File: src/rtl/audio_adc_rx.sv
// I2S ADC receiver: oversampled BCLK/LRCK/DAT capture, stereo pair assembly and a valid/ready FIFO.
// Optional peak meters are compiled in when AUDIO_RX_PEAK_EN is defined.
module audio_adc_rx #(
    parameter int DATA_WIDTH = 16,
    parameter int FIFO_DEPTH = 4
) (
    input  logic                  clk_clk,
    input  logic                  reset_reset,
    input  logic                  adc_bclk,
    input  logic                  adc_lrck,
    input  logic                  adc_dat,
    output logic [DATA_WIDTH-1:0] sample_left,
    output logic [DATA_WIDTH-1:0] sample_right,
    output logic                  sample_valid,
    input  logic                  sample_ready,
    input  logic                  clr_flags,
    output logic                  overflow,
    output logic                  frame_err
`ifdef AUDIO_RX_PEAK_EN
    ,
    output logic [DATA_WIDTH-2:0] peak_left,
    output logic [DATA_WIDTH-2:0] peak_right
`endif
);

    localparam int AW = (FIFO_DEPTH > 1) ? $clog2(FIFO_DEPTH) : 1;
    localparam int CW = $clog2(DATA_WIDTH + 1);
    localparam logic [AW:0] CNT_FULL = (AW + 1)'(FIFO_DEPTH);

    localparam logic [1:0] ST_IDLE  = 2'd0;
    localparam logic [1:0] ST_SKIP  = 2'd1;
    localparam logic [1:0] ST_SHIFT = 2'd2;
    localparam logic [1:0] ST_WAIT  = 2'd3;

    // Two-stage synchronisers for {dat, lrck, bclk}
    logic [2:0] pin_in;
    logic [2:0] sync_out;
    assign pin_in = {adc_dat, adc_lrck, adc_bclk};

    genvar gi;
    generate
        for (gi = 0; gi < 3; gi++) begin : g_sync
            logic s1_reg;
            logic s2_reg;
            always_ff @(posedge clk_clk) begin
                if (reset_reset) begin
                    s1_reg <= 1'b0;
                    s2_reg <= 1'b0;
                end else begin
                    s1_reg <= pin_in[gi];
                    s2_reg <= s1_reg;
                end
            end
            assign sync_out[gi] = s2_reg;
        end
    endgenerate

    // Registered rise pulse; lrck/dat are delayed alongside so they line up with it
    logic bclk_prev_reg, e_reg, lrck_d_reg, dat_d_reg;
    always_ff @(posedge clk_clk) begin
        if (reset_reset) begin
            bclk_prev_reg <= 1'b0;
            e_reg         <= 1'b0;
            lrck_d_reg    <= 1'b0;
            dat_d_reg     <= 1'b0;
        end else begin
            bclk_prev_reg <= sync_out[0];
            e_reg         <= sync_out[0] & ~bclk_prev_reg;
            lrck_d_reg    <= sync_out[1];
            dat_d_reg     <= sync_out[2];
        end
    end

    logic [1:0]            state_reg;
    logic                  primed_reg;
    logic                  lrck_prev_reg;
    logic                  chan_reg;
    logic                  left_ok_reg;
    logic [CW-1:0]         cnt_reg;
    logic [DATA_WIDTH-2:0] shift_reg;
    logic [DATA_WIDTH-1:0] left_word_reg;
    logic [DATA_WIDTH-1:0] shift_next;
    logic                  lrck_chg, word_done, push, ferr_set;

    // lrck_prev is meaningless until one edge has been seen after reset
    assign lrck_chg   = primed_reg && (lrck_d_reg != lrck_prev_reg);
    assign shift_next = {shift_reg, dat_d_reg};
    assign word_done  = e_reg && (state_reg == ST_SHIFT) && !lrck_chg
                        && (cnt_reg == CW'(DATA_WIDTH - 1));
    assign push       = word_done && chan_reg && left_ok_reg;
    assign ferr_set   = e_reg && (state_reg == ST_SHIFT) && lrck_chg;

    always_ff @(posedge clk_clk) begin
        if (reset_reset) begin
            state_reg     <= ST_IDLE;
            primed_reg    <= 1'b0;
            lrck_prev_reg <= 1'b0;
            chan_reg      <= 1'b0;
            left_ok_reg   <= 1'b0;
            cnt_reg       <= '0;
            shift_reg     <= '0;
            left_word_reg <= '0;
        end else if (e_reg) begin
            primed_reg    <= 1'b1;
            lrck_prev_reg <= lrck_d_reg;
            if (lrck_chg) begin
                // New slot: this edge is the one-bit delay slot
                state_reg <= ST_SKIP;
                chan_reg  <= lrck_d_reg;
                cnt_reg   <= '0;
                if (!lrck_d_reg || state_reg == ST_SHIFT || state_reg == ST_SKIP)
                    left_ok_reg <= 1'b0;
            end else begin
                case (state_reg)
                    ST_SKIP: begin
                        shift_reg <= shift_next[DATA_WIDTH-2:0];
                        cnt_reg   <= CW'(1);
                        state_reg <= ST_SHIFT;
                    end
                    ST_SHIFT: begin
                        shift_reg <= shift_next[DATA_WIDTH-2:0];
                        cnt_reg   <= cnt_reg + CW'(1);
                        if (word_done) begin
                            state_reg <= ST_WAIT;
                            if (!chan_reg) begin
                                left_word_reg <= shift_next;
                                left_ok_reg   <= 1'b1;
                            end else begin
                                left_ok_reg   <= 1'b0;
                            end
                        end
                    end
                    default: ;
                endcase
            end
        end
    end

    // Pair FIFO: write data comes straight from the shifter in the right LSB cycle
    logic [DATA_WIDTH-1:0] mem_left  [FIFO_DEPTH];
    logic [DATA_WIDTH-1:0] mem_right [FIFO_DEPTH];
    logic [AW-1:0]         wr_ptr_reg, rd_ptr_reg;
    logic [AW:0]           count_reg;
    logic                  pop, full, wr_en, ovf_set;

    assign pop     = sample_valid && sample_ready;
    assign full    = (count_reg == CNT_FULL);
    assign wr_en   = push && (!full || pop);
    assign ovf_set = push && full && !pop;

    always_ff @(posedge clk_clk) begin
        if (wr_en) begin
            mem_left[wr_ptr_reg]  <= left_word_reg;
            mem_right[wr_ptr_reg] <= shift_next;
        end
    end

    always_ff @(posedge clk_clk) begin
        if (reset_reset) begin
            wr_ptr_reg <= '0;
            rd_ptr_reg <= '0;
            count_reg  <= '0;
        end else begin
            if (wr_en) wr_ptr_reg <= wr_ptr_reg + AW'(1);
            if (pop)   rd_ptr_reg <= rd_ptr_reg + AW'(1);
            case ({wr_en, pop})
                2'b10:   count_reg <= count_reg + (AW + 1)'(1);
                2'b01:   count_reg <= count_reg - (AW + 1)'(1);
                default: ;
            endcase
        end
    end

    assign sample_valid = (count_reg != '0);
    // Gate the head so the outputs read zero while the FIFO is empty
    assign sample_left  = sample_valid ? mem_left[rd_ptr_reg]  : '0;
    assign sample_right = sample_valid ? mem_right[rd_ptr_reg] : '0;

    logic ovf_reg, ferr_reg;
    always_ff @(posedge clk_clk) begin
        if (reset_reset) begin
            ovf_reg  <= 1'b0;
            ferr_reg <= 1'b0;
        end else begin
            if (ovf_set)        ovf_reg  <= 1'b1;
            else if (clr_flags) ovf_reg  <= 1'b0;
            if (ferr_set)       ferr_reg <= 1'b1;
            else if (clr_flags) ferr_reg <= 1'b0;
        end
    end
    assign overflow  = ovf_reg;
    assign frame_err = ferr_reg;

`ifdef AUDIO_RX_PEAK_EN
    function automatic logic [DATA_WIDTH-2:0] abs_sat(input logic [DATA_WIDTH-1:0] s);
        logic [DATA_WIDTH-1:0] n;
        n = -s;
        if (!s[DATA_WIDTH-1])
            return s[DATA_WIDTH-2:0];
        else if (n[DATA_WIDTH-1])
            return '1;
        else
            return n[DATA_WIDTH-2:0];
    endfunction

    logic [DATA_WIDTH-2:0] peak_left_reg, peak_right_reg, abs_left, abs_right;
    assign abs_left  = abs_sat(left_word_reg);
    assign abs_right = abs_sat(shift_next);

    always_ff @(posedge clk_clk) begin
        if (reset_reset || clr_flags) begin
            peak_left_reg  <= '0;
            peak_right_reg <= '0;
        end else if (wr_en) begin
            if (abs_left > peak_left_reg)   peak_left_reg  <= abs_left;
            if (abs_right > peak_right_reg) peak_right_reg <= abs_right;
        end
    end
    assign peak_left  = peak_left_reg;
    assign peak_right = peak_right_reg;
`endif

endmodule

File: config.mk
export PLATFORM = sky130hd
export DESIGN_NAME = audio_adc_rx
export DESIGN_NICKNAME = d
export VERILOG_FILES = /design/src/rtl/audio_adc_rx.sv
export SDC_FILE = /design/constraint.sdc
export NUM_CORES = 1
export LEC_CHECK = 0
export ABC_CLOCK_PERIOD_IN_PS = 5900
export CAP_MARGIN = 20
export CORE_AREA = 2 2 112 114
export DETAILED_ROUTE_END_ITERATION = 12
export DIE_AREA = 0 0 114 116
export PLACE_DENSITY_LB_ADDON = 0.3
export SYNTH_ARGS = -nofsm -noshare
export SYNTH_HDL_FRONTEND = slang
export SYNTH_SLANG_ARGS = --single-unit
File: constraint.sdc
create_clock -name clk_clk -period 5.9 [get_ports clk_clk]
set_clock_uncertainty 0.15 [all_clocks]
set_input_delay 0.59 -clock clk_clk [delete_from_list [all_inputs] [get_ports clk_clk]]
set_output_delay 0.59 -clock clk_clk [all_outputs]
set_load 0.005 [all_outputs]
# ---- After elaboration in Yosys (flattened, before gate mapping)
# Memories as Yosys holds them, arrays and structs flattened. A register that Yosys moved wholly into a read port is not among the register bits.
# Index checks and enable logic that the tools add are counted.
dict set report word_totals {
  register_bits 61
  ram_bits 128
  in_bits 7
  output_inout_bits 35
  mem_count 2
}
# name depth word_bits read_ports rd_ports_with_merged_regs wr line_no
set mem_list {}
lappend mem_list {mem_left 4 16 1 1 1 140} ;# logic [DATA_WIDTH-1:0] mem_left [FIFO_DEPTH];
lappend mem_list {mem_right 4 16 1 1 1 141} ;# logic [DATA_WIDTH-1:0] mem_right [FIFO_DEPTH];
dict set report classes {
  n_addsub 5
  eq_ne 9
  n_mux 22
  n_bitwise 4
  reduce_logical 32
}
# operator count
set op_table {}
lappend op_table {{16-bit 2-to-1 mux} 2}
lappend op_table {{2-bit 2-to-1 mux} 6}
lappend op_table {{1-bit logical AND} 11}
lappend op_table {{1-bit 2-to-1 mux} 10}
lappend op_table {{5-bit one-hot mux with 2 select lines} 1}
lappend op_table {{2-bit nonzero test} 5}
lappend op_table {{3-bit one-hot mux with 2 select lines} 1}
lappend op_table {{3-bit AND reduction} 2}
lappend op_table {{3-bit nonzero test} 2}
lappend op_table {{5-bit by 1-bit adder with 5-bit output (second input constant)} 1}
lappend op_table {{5-bit by 4-bit equality test with 1-bit output (second input constant)} 1}
lappend op_table {{5-bit 2-to-1 mux} 1}
lappend op_table {{5-bit AND reduction} 1}
lappend op_table {{2-bit by 1-bit adder with 2-bit output (second input constant)} 2}
lappend op_table {{2-bit by 1-bit equality test with 1-bit output (second input constant)} 2}
lappend op_table {{2-bit equality test (second input constant)} 2}
lappend op_table {{1-bit zero test} 4}
lappend op_table {{2-bit one-hot mux with 2 select lines} 1}
lappend op_table {{2-bit AND reduction} 2}
lappend op_table {{4-bit AND reduction} 1}
lappend op_table {{3-bit by 1-bit adder with 3-bit output (second input constant)} 1}
lappend op_table {{3-bit equality test (second input constant)} 1}
lappend op_table {{1-bit logical OR} 3}
lappend op_table {{3-bit inequality test (second input constant)} 1}
lappend op_table {{other kinds (6)} 8}

# ---- Logic depth before layout (Yosys ltp)
# Gate-level depths: netlist of run 1.
dict set report depth {
  ltp_word 10
  ltp_mapped 12
  mapped_depth_nobuf 11
}

# ---- Worst setup path before layout of run 1
# OpenSTA, ideal clock, no wires.
dict set report synth_path {
  path_kind {reg-to-reg}
  from {reg cnt_reg[0]}
  to {mem mem_left[0][0], enable pin}
  t_arrival_ns 2.541
  slack_ns 2.817
  stages_incl_launch_ff 8
  n_path_buf 1
  path_cell_list {dfxtp_1 ha_1 and3_1 ha_1 nand2_1 a211oi_1 buf_4 and3_1}
}
dict set report synth_via {
  elab_chain_cells 7
}
# element line_no
set synth_lines {}
lappend synth_lines {{start, declared} 79} ;# logic [CW-1:0] cnt_reg;
lappend synth_lines {{start signal, assigned} 122} ;# cnt_reg <= cnt_reg + CW'(1);
lappend synth_lines {{5-bit by 4-bit equality test with 1-bit output} 89} ;# && (cnt_reg == CW'(DATA_WIDTH - 1));
lappend synth_lines {{1-bit logical AND} 89}
lappend synth_lines {{1-bit logical AND (2 in a row)} 90} ;# assign push = word_done && chan_reg && left_ok_reg;
lappend synth_lines {{1-bit logical AND} 148} ;# assign wr_en = push && (!full || pop);
lappend synth_lines {{1-bit 2-to-1 mux} 152} ;# if (wr_en) begin
lappend synth_lines {{1-bit 2-to-1 mux (implied by the code)} 153} ;# mem_left[wr_ptr_reg] <= left_word_reg;
lappend synth_lines {{end, declared} 140}
# Every way passes these cells.

# ---- Worst setup path after layout of run 1
dict set report layout_path {
  from {reg count_reg[0]}
  to {out sample_right[9]}
}
dict set report layout_via {
  elab_chain_cells 2
}
# element line_no
set layout_lines {}
lappend layout_lines {{start, declared} 143} ;# logic [AW:0] count_reg;
lappend layout_lines {{start signal, assigned} 167} ;# 2'b10: count_reg <= count_reg + (AW + 1)'(1);
lappend layout_lines {{start signal, assigned} 168} ;# 2'b01: count_reg <= count_reg - (AW + 1)'(1);
lappend layout_lines {{3-bit nonzero test} 174} ;# assign sample_valid = (count_reg != '0);
lappend layout_lines {{16-bit 2-to-1 mux} 177} ;# assign sample_right = sample_valid ? mem_right[rd_ptr_reg] : '0;
lappend layout_lines {{end, declared} 13} ;# output logic [DATA_WIDTH-1:0] sample_right,
# Every way passes these cells.

==> results of run 1 <==
## logic make-up (layout without fill, tap and decap cells)
family / count (synthesis) / after routing / synth area share
xor gates and xnor gates: 3 / 3 / 0.00453
DFF: 191 / 191 / 0.684
buffers and inverters: 35 / 92 / 0.0211
adders and majority gates: 9 / 9 / 0.0161
and+or+nand+nor: 138 / 138 / 0.0989
muxes: 68 / 68 / 0.145
AOI/OAI and AO/OA: 37 / 37 / 0.0302
## per-stage QoR
stage,cells,utilization,power (mW),setup WS [ns]
floorplan,481,-,1.46,2.82
global placement,653,0.673,1.46,3.06
detailed placement,653,0.673,1.47,3.04
CTS,685,0.721,2.53,2.57
global route,685,0.721,2.58,2.43
finish,685,0.721,2.51,2.66
## cells in the mapped netlist (all sizes together) (2+ instances only)
cell / instances
nand3b: 2
nor2b: 14
ha: 8
nor3b: 3
edfxtp: 128
buf: 10
nor4: 2
a211oi: 3
or3: 3
nand3: 8
and3: 5
xor2: 3
a31oi: 2
a21oi: 16
clkbuf: 17
nor4b: 4
mux2i: 35
and2: 32
o21ai: 8
mux4: 32
inv: 8
nand4: 3
nand2: 9
nor2: 45
nand2b: 4
dfxtp: 63
## cell type report
type,instances,area (sq um)
repair buffers,52,488
inverters,8,30.0
clock inverters,11,80.1
well taps,147,184
clock buffers,21,492
fillers,768,3330
multi-input cells,255,2210
flip-flops and latches,191,5110
## worst max-delay path by stage
| stage | slack, ns | from | endpoint | cells past startpoint |
|---|---|---|---|---|
| 2_1_floorplan | 2.82 | cnt_reg[0] | mem_left[0][0] | 7 |
| 3_3_place_gp | 3.06 | flop | sample_right[7] | 4 |
| 3_5_place_dp | 3.04 | count_reg[0] | sample_right[11] | 4 |
| 4_1_cts | 2.57 | count_reg[0] | sample_right[11] | 4 |
| 5_1_grt | 2.43 | count_reg[0] | sample_right[9] | 4 |
| 6_report | 2.66 | count_reg[0] | sample_right[9] | 4 |
## worst register-to-register path: stages (launching register included)
cell	delay, ns
dfxtp_1	0.38
ha_1	0.20
and3_1	0.16
ha_1	0.17
nand2_1	0.13
a211oi_1	0.27
buf_4	0.25
nor2_1	0.08
fa_1	0.46
nand2_1	0.12
nor2_1	0.05
a211oi_1	0.18
nand4_1	0.13
## layer usage
| metal | vias up | part of all wire | track usage |
|---|---|---|---|
| met1 | 2040 | 0.41 | 0.266 |
| li1 | 1883 | - | - |
| met3 | 15 | 0.041 | 0.0528 |
| met2 | 95 | 0.54 | 0.379 |
| met4 | 0 | 0.013 | 0.105 |
| met5 | - | 0 | 0 |
## report_power, final
group / internal, mW / switching, mW
sequential: 1.41 / 0.00308
combinational: 0.00754 / 0.0124
clock: 0.600 / 0.470
total: 2.02 / 0.486
==> summary.md, run 1 <==
| Metric | Value |
|---|---|
| Via density | `5.89` |
| R2R Path Start | `cnt_reg[0]` |
| First-pass DRT Iterations | `4` |
| Pwr dens | `just under 300 mW/mm^2` |
| Hold path depth | `1` |
| Leak | `2.82 nW` |
| Reg2reg setup slack | `between 3 and 4 ns` |
| Number of antenna violations at the first check in global routing | `0` |
| Detailed Place HPWL | `around 7.6 mm` |
| Commonest non-fill, non-tap cells in the layout | `edfxtp_1 (128), dfxtp_1 (62), nor2_1 (45)` |
| Drt wl/cell | `19.4 um` |
| Crit Reg-Reg Endpoint | `count_reg[2]` |
| Asr flop ratio synth | `0` |
| H-tree Lvls | `4` |
| Die Y | `approximately 120 um` |
| Slew @ Worst Pin | `about 0.71 ns` |
| Final setup fails | `0` |
| Core box area | `about 0.012 sq mm` |
| Drt total wl | `13.3 mm` |
| Count of cell types in the netlist | `45` |
| GP Congestion | `around 0.73` |
| Final hold violation count | `0` |
| DIE AREA | `around 0.013 sq mm` |
| Setup CP Type | `flop to output port` |
| First-pass GRT wire length | `roughly 21 mm` |
| Overall routing resource usage | `0.221` |
| Final period util | `0.549` |
| Max Freq | `just over 300 MHz` |
| Post-CTS Setup Repair Bufs | `0` |
| ANT nets after route | `0` |
| CTS Sinks | `191` |
| Clock slew at reported path FFs | `0.06 ns` |
| Slowest cell delay on critical path | `0.56 ns` |
| Crit path max fanout | `21` |
| Yosys top cell by area | `edfxtp_1` |
| Site row count | `40` |
| CP Capture Type | `output port` |
| Mapped cell area | `~0.0075 sq mm` |
| Syn Inst Count | `between 400 and 500` |
| Syn avg cell area | `around 16 sq um` |
| Nets@finish | `541` |
| Crit-path slowest cell | `or3_1` |
| Clock Path Buffers | `2` |
| CTS Hold Buffers Added | `0` |
| CP arrival | `about 2.5 ns` |
| Most frequently used flop master after synthesis | `edfxtp_1` |
| Layout Cell Area excl Fill | `between 0.008 and 0.009 sq mm` |
| Hold worst-path end | `e_reg` |
| Ports | `42` |
| Initial Util | `0.626` |
| Drc violations | `0` |
| Max_cap viols | `0` |
| Hold Crit Start | `bclk_prev_reg` |
| Final Max Tran Viols | `0` |
| Diodes inserted | `0` |
| Net count after synthesis | `about 500` |
| Worst Hold Class | `flop to flop` |
| Total number of yosys warnings | `0` |
| Startpoint Class | `flop` |
| Reg2reg path depth | `12` |
| Ratio of cells with drive above 1 in the final layout | `0.152` |
| Grt ovf | `0` |
| Post-synth EDFFs | `128` |
| Top-area cell type share of the netlist area | `0.515` |
| Seq/Total Area, Yosys | `0.684` |
| Slew headroom | `0.527` |
| Port buffer count | `41` |
| Worst Path Required | `5.16 ns` |
| Commonest non-fill, non-tap cell in the layout | `edfxtp_1` |
| Largest net degree at the start of global routing | `70` |
| Starting DRT DRC Count | `roughly 300` |
| Root buffer cell | `clkbuf_16` |
| Worst-Skew Late Latency | `0.42 ns` |
| Num CTS Buffers | `17` |
| Worst Path Buf+Inv | `2` |
| Top post-synthesis cells by area | `edfxtp_1 (52%), dfxtp_1 (17%), mux4_2 (9.7%)` |
| Total negative setup slack | `0 ns` |
| Synthesis-to-finish area growth | `15.1%` |
| Unrepaired setup endpoints after global routing | `false` |
| Number of global-route vias before repair | `slightly above 4,000` |
| CP delay by family, top | `buffers and inverters` |
| Min cycle time layout | `approximately 3.2 ns` |
| Placed Instance Area | `between 0.008 and 0.009 sq mm` |
| Flops & latches, synth | `between 150 and 200` |
| Worst Hold Slack | `0.246 ns` |
| Detailed-route via count | `about 4,000` |
| Status | `complete, no violations` |
| Worst path cell trace | `or3_1 > buf_4 > and2_1 > clkdlybuf4s50_1` |
| CTS tree | `built` |
| Die Width | `114 um` |
| Maximum vdd drop | `about 150 uV` |
| # resized after CTS | `0` |
Note: power is estimated with default switching activity, not from simulation.
==> inputs of run 2 (changes only) <==
--- a/config.mk
+++ b/config.mk
@@ -5,11 +5,11 @@
 export SDC_FILE = /design/constraint.sdc
 export NUM_CORES = 1
 export LEC_CHECK = 0
-export ABC_CLOCK_PERIOD_IN_PS = 5900
+export ABC_CLOCK_PERIOD_IN_PS = 3300
 export CAP_MARGIN = 20
-export CORE_AREA = 2 2 112 114
+export CORE_AREA = 2 2 116 118
 export DETAILED_ROUTE_END_ITERATION = 12
-export DIE_AREA = 0 0 114 116
+export DIE_AREA = 0 0 118 120
 export PLACE_DENSITY_LB_ADDON = 0.3
 export SYNTH_ARGS = -nofsm -noshare
 export SYNTH_HDL_FRONTEND = slang
==> constraint.sdc (replaced) <==
create_clock -name clk_clk -period 3.3 [get_ports clk_clk]
set_clock_uncertainty 0.15 [all_clocks]
set_input_delay 0.33 -clock clk_clk [delete_from_list [all_inputs] [get_ports clk_clk]]
set_output_delay 0.33 -clock clk_clk [all_outputs]
set_load 0.005 [all_outputs]
==> run 2 against run 1 <==
Critical path depth unchanged. Sequential share of layout area fell by 0.46 points. Critical path type unchanged. Largest cell class unchanged. Largest power group unchanged. Total power is 80% higher.
==> summary.md, run 2 (same netlist as run 1, synthesis figures left out) <==
| Metric | Value |
|---|---|
| Status | `complete, no violations` |
| Commonest non-fill, non-tap cells in the layout | `edfxtp_1 (128), dfxtp_1 (62), nor2_1 (45)` |
| GP Congestion | `around 0.80` |
| CP arrival | `between 2 and 2.5 ns` |
| Largest net degree at the start of global routing | `between 40 and 50` |
| CTS tree | `built` |
| Crit path max fanout | `26` |
| Max Freq | `about 350 MHz` |
| Via density | `5.51` |
| Min cycle time layout | `2.87 ns` |
| Final setup fails | `0` |
| Multi-input logic area | `between 0.002 and 0.0025 sq mm` |
| Die Width | `between 100 and 150 um` |
| CTS Hold Buffers Added | `0` |
| Core box area | `between 0.01 and 0.015 sq mm` |
| Root buffer cell | `clkbuf_16` |
| Reg2reg path depth | `11` |
| Detailed-route via count | `between 3,000 and 4,000` |
| DIE AREA | `about 0.014 sq mm` |
| Slew @ Worst Pin | `0.779 ns` |
| First-pass DRT Iterations | `4` |
| Clock Path Buffers | `2` |
| Pwr dens | `approximately 520 mW/mm^2` |
| R2R Path Start | `cnt_reg[0]` |
| Final period util | `0.870` |
| Hold path depth | `1` |
| Num CTS Buffers | `17` |
| Hold worst-path end | `e_reg` |
| Drc violations | `0` |
| Diodes inserted | `0` |
| Utilization after layout | `0.667` |
| CP Capture Type | `output port` |
| Worst Path Required | `between 2 and 3 ns` |
| Fin cells | `about 700` |
| Ratio of cells with drive above 1 in the final layout | `0.150` |
| Nets@finish | `543` |
| Fill cells | `between 900 and 1,000` |
| H-tree Lvls | `4` |
| Unrepaired setup endpoints after global routing | `false` |
| CTS Sinks | `between 150 and 200` |
| Detailed Place HPWL | `roughly 7.6 mm` |
| # resized after CTS | `0` |
| Synthesis-to-finish area growth | `15.9%` |
| Placed Cells | `approximately 680` |
| Power Total | `4.51 mW` |
| Drt wl/cell | `~18 um` |
| Slew headroom | `0.481` |
| Port buffer count | `41` |
| Hold Crit Start | `bclk_prev_reg` |
| Initial Util | `0.575` |
| Maximum vdd drop | `325 uV` |
| Final Max Tran Viols | `0` |
| Grt ovf | `0` |
| Ports | `42` |
| Setup CP Type | `flop to output port` |
| Starting DRT DRC Count | `roughly 380` |
| First-pass GRT wire length | `about 21 mm` |
| Startpoint Class | `flop` |
| Max_cap viols | `0` |
| Commonest non-fill, non-tap cell in the layout | `edfxtp_1` |
| Post-CTS Setup Repair Bufs | `0` |
| Number of global-route vias before repair | `around 4,200` |
| Die Y | `around 120 um` |
| Reg2reg setup slack | `between 0.5 and 0.6 ns` |
| Number of antenna violations at the first check in global routing | `0` |
| Overall routing resource usage | `0.196` |
| Final hold violation count | `0` |
| Crit. Startpoint | `count_reg[0]` |
| Leak | `2.83 nW` |
| Crit Reg-Reg Endpoint | `count_reg[2]` |
| Total negative setup slack | `0 ns` |
| Worst-Skew Late Latency | `approximately 0.42 ns` |
| Clock slew at reported path FFs | `0.06 ns` |
| Site row count | `between 40 and 50` |
| Register Area | `just over 0.005 sq mm` |
| Worst Hold Slack | `around 0.25 ns` |
| ANT nets after route | `0` |
| Worst Hold Class | `flop to flop` |
| Drt total wl | `about 13 mm` |
-- run 2: worst max-delay path: stages (launching register included) --
cell and delay (ns):
dfxtp_1 0.50, or3_1 0.39, buf_4 0.35, and2_1 0.20
clkdlybuf4s50_1 0.51
-- run 2: power by group --
group / internal (mW) / leakage (nW) / switching (mW)
clock: 1.14 / 0.287 / 0.804
sequential: 2.53 / 1.69 / 0.00568
combinational: 0.0135 / 0.857 / 0.0223
total: 3.68 / 2.83 / 0.832
-- run 2: how the worst max path moves through the flow --
stage / slack [ns] / depth (start not counted) / to
2_1_floorplan: 0.22 / 7 / mem_left[0][0]
3_3_place_gp: 0.67 / 12 / count_reg[2]
3_5_place_dp: 0.54 / 11 / count_reg[2]
4_1_cts: 0.38 / 4 / sample_right[0]
5_1_grt: 0.25 / 4 / sample_right[1]
6_report: 0.43 / 4 / sample_right[0]
-- run 2: stage by stage --
step           instance area (sq um)  setup WS [ns]
2_1_floorplan                   7460          0.217
4_1_cts                         8650          0.380
5_1_grt                         8650          0.249
6_report                        8650          0.431
3_3_place_gp                    8090          0.672
3_5_place_dp                    8090          0.539
-- run 2: area by class of cell --
class                      count  area share
clock buffer                  27      0.0589
timing repair buffer          54      0.0610
multi-input combinational    255       0.255
sequential                   191       0.590
clock inverter                 5     0.00607
inverter                       8     0.00347
tap                          176      0.0255
-- run 2: per-layer routing --
layer  GRT usage  vias to the layer above  wire length [um]
met2       0.336                       67              6610
li1            -                     1887                 -
met1       0.242                     1984              5490
met4      0.0730                        0               113
met5           0                        -                 0
met3      0.0499                        7               455
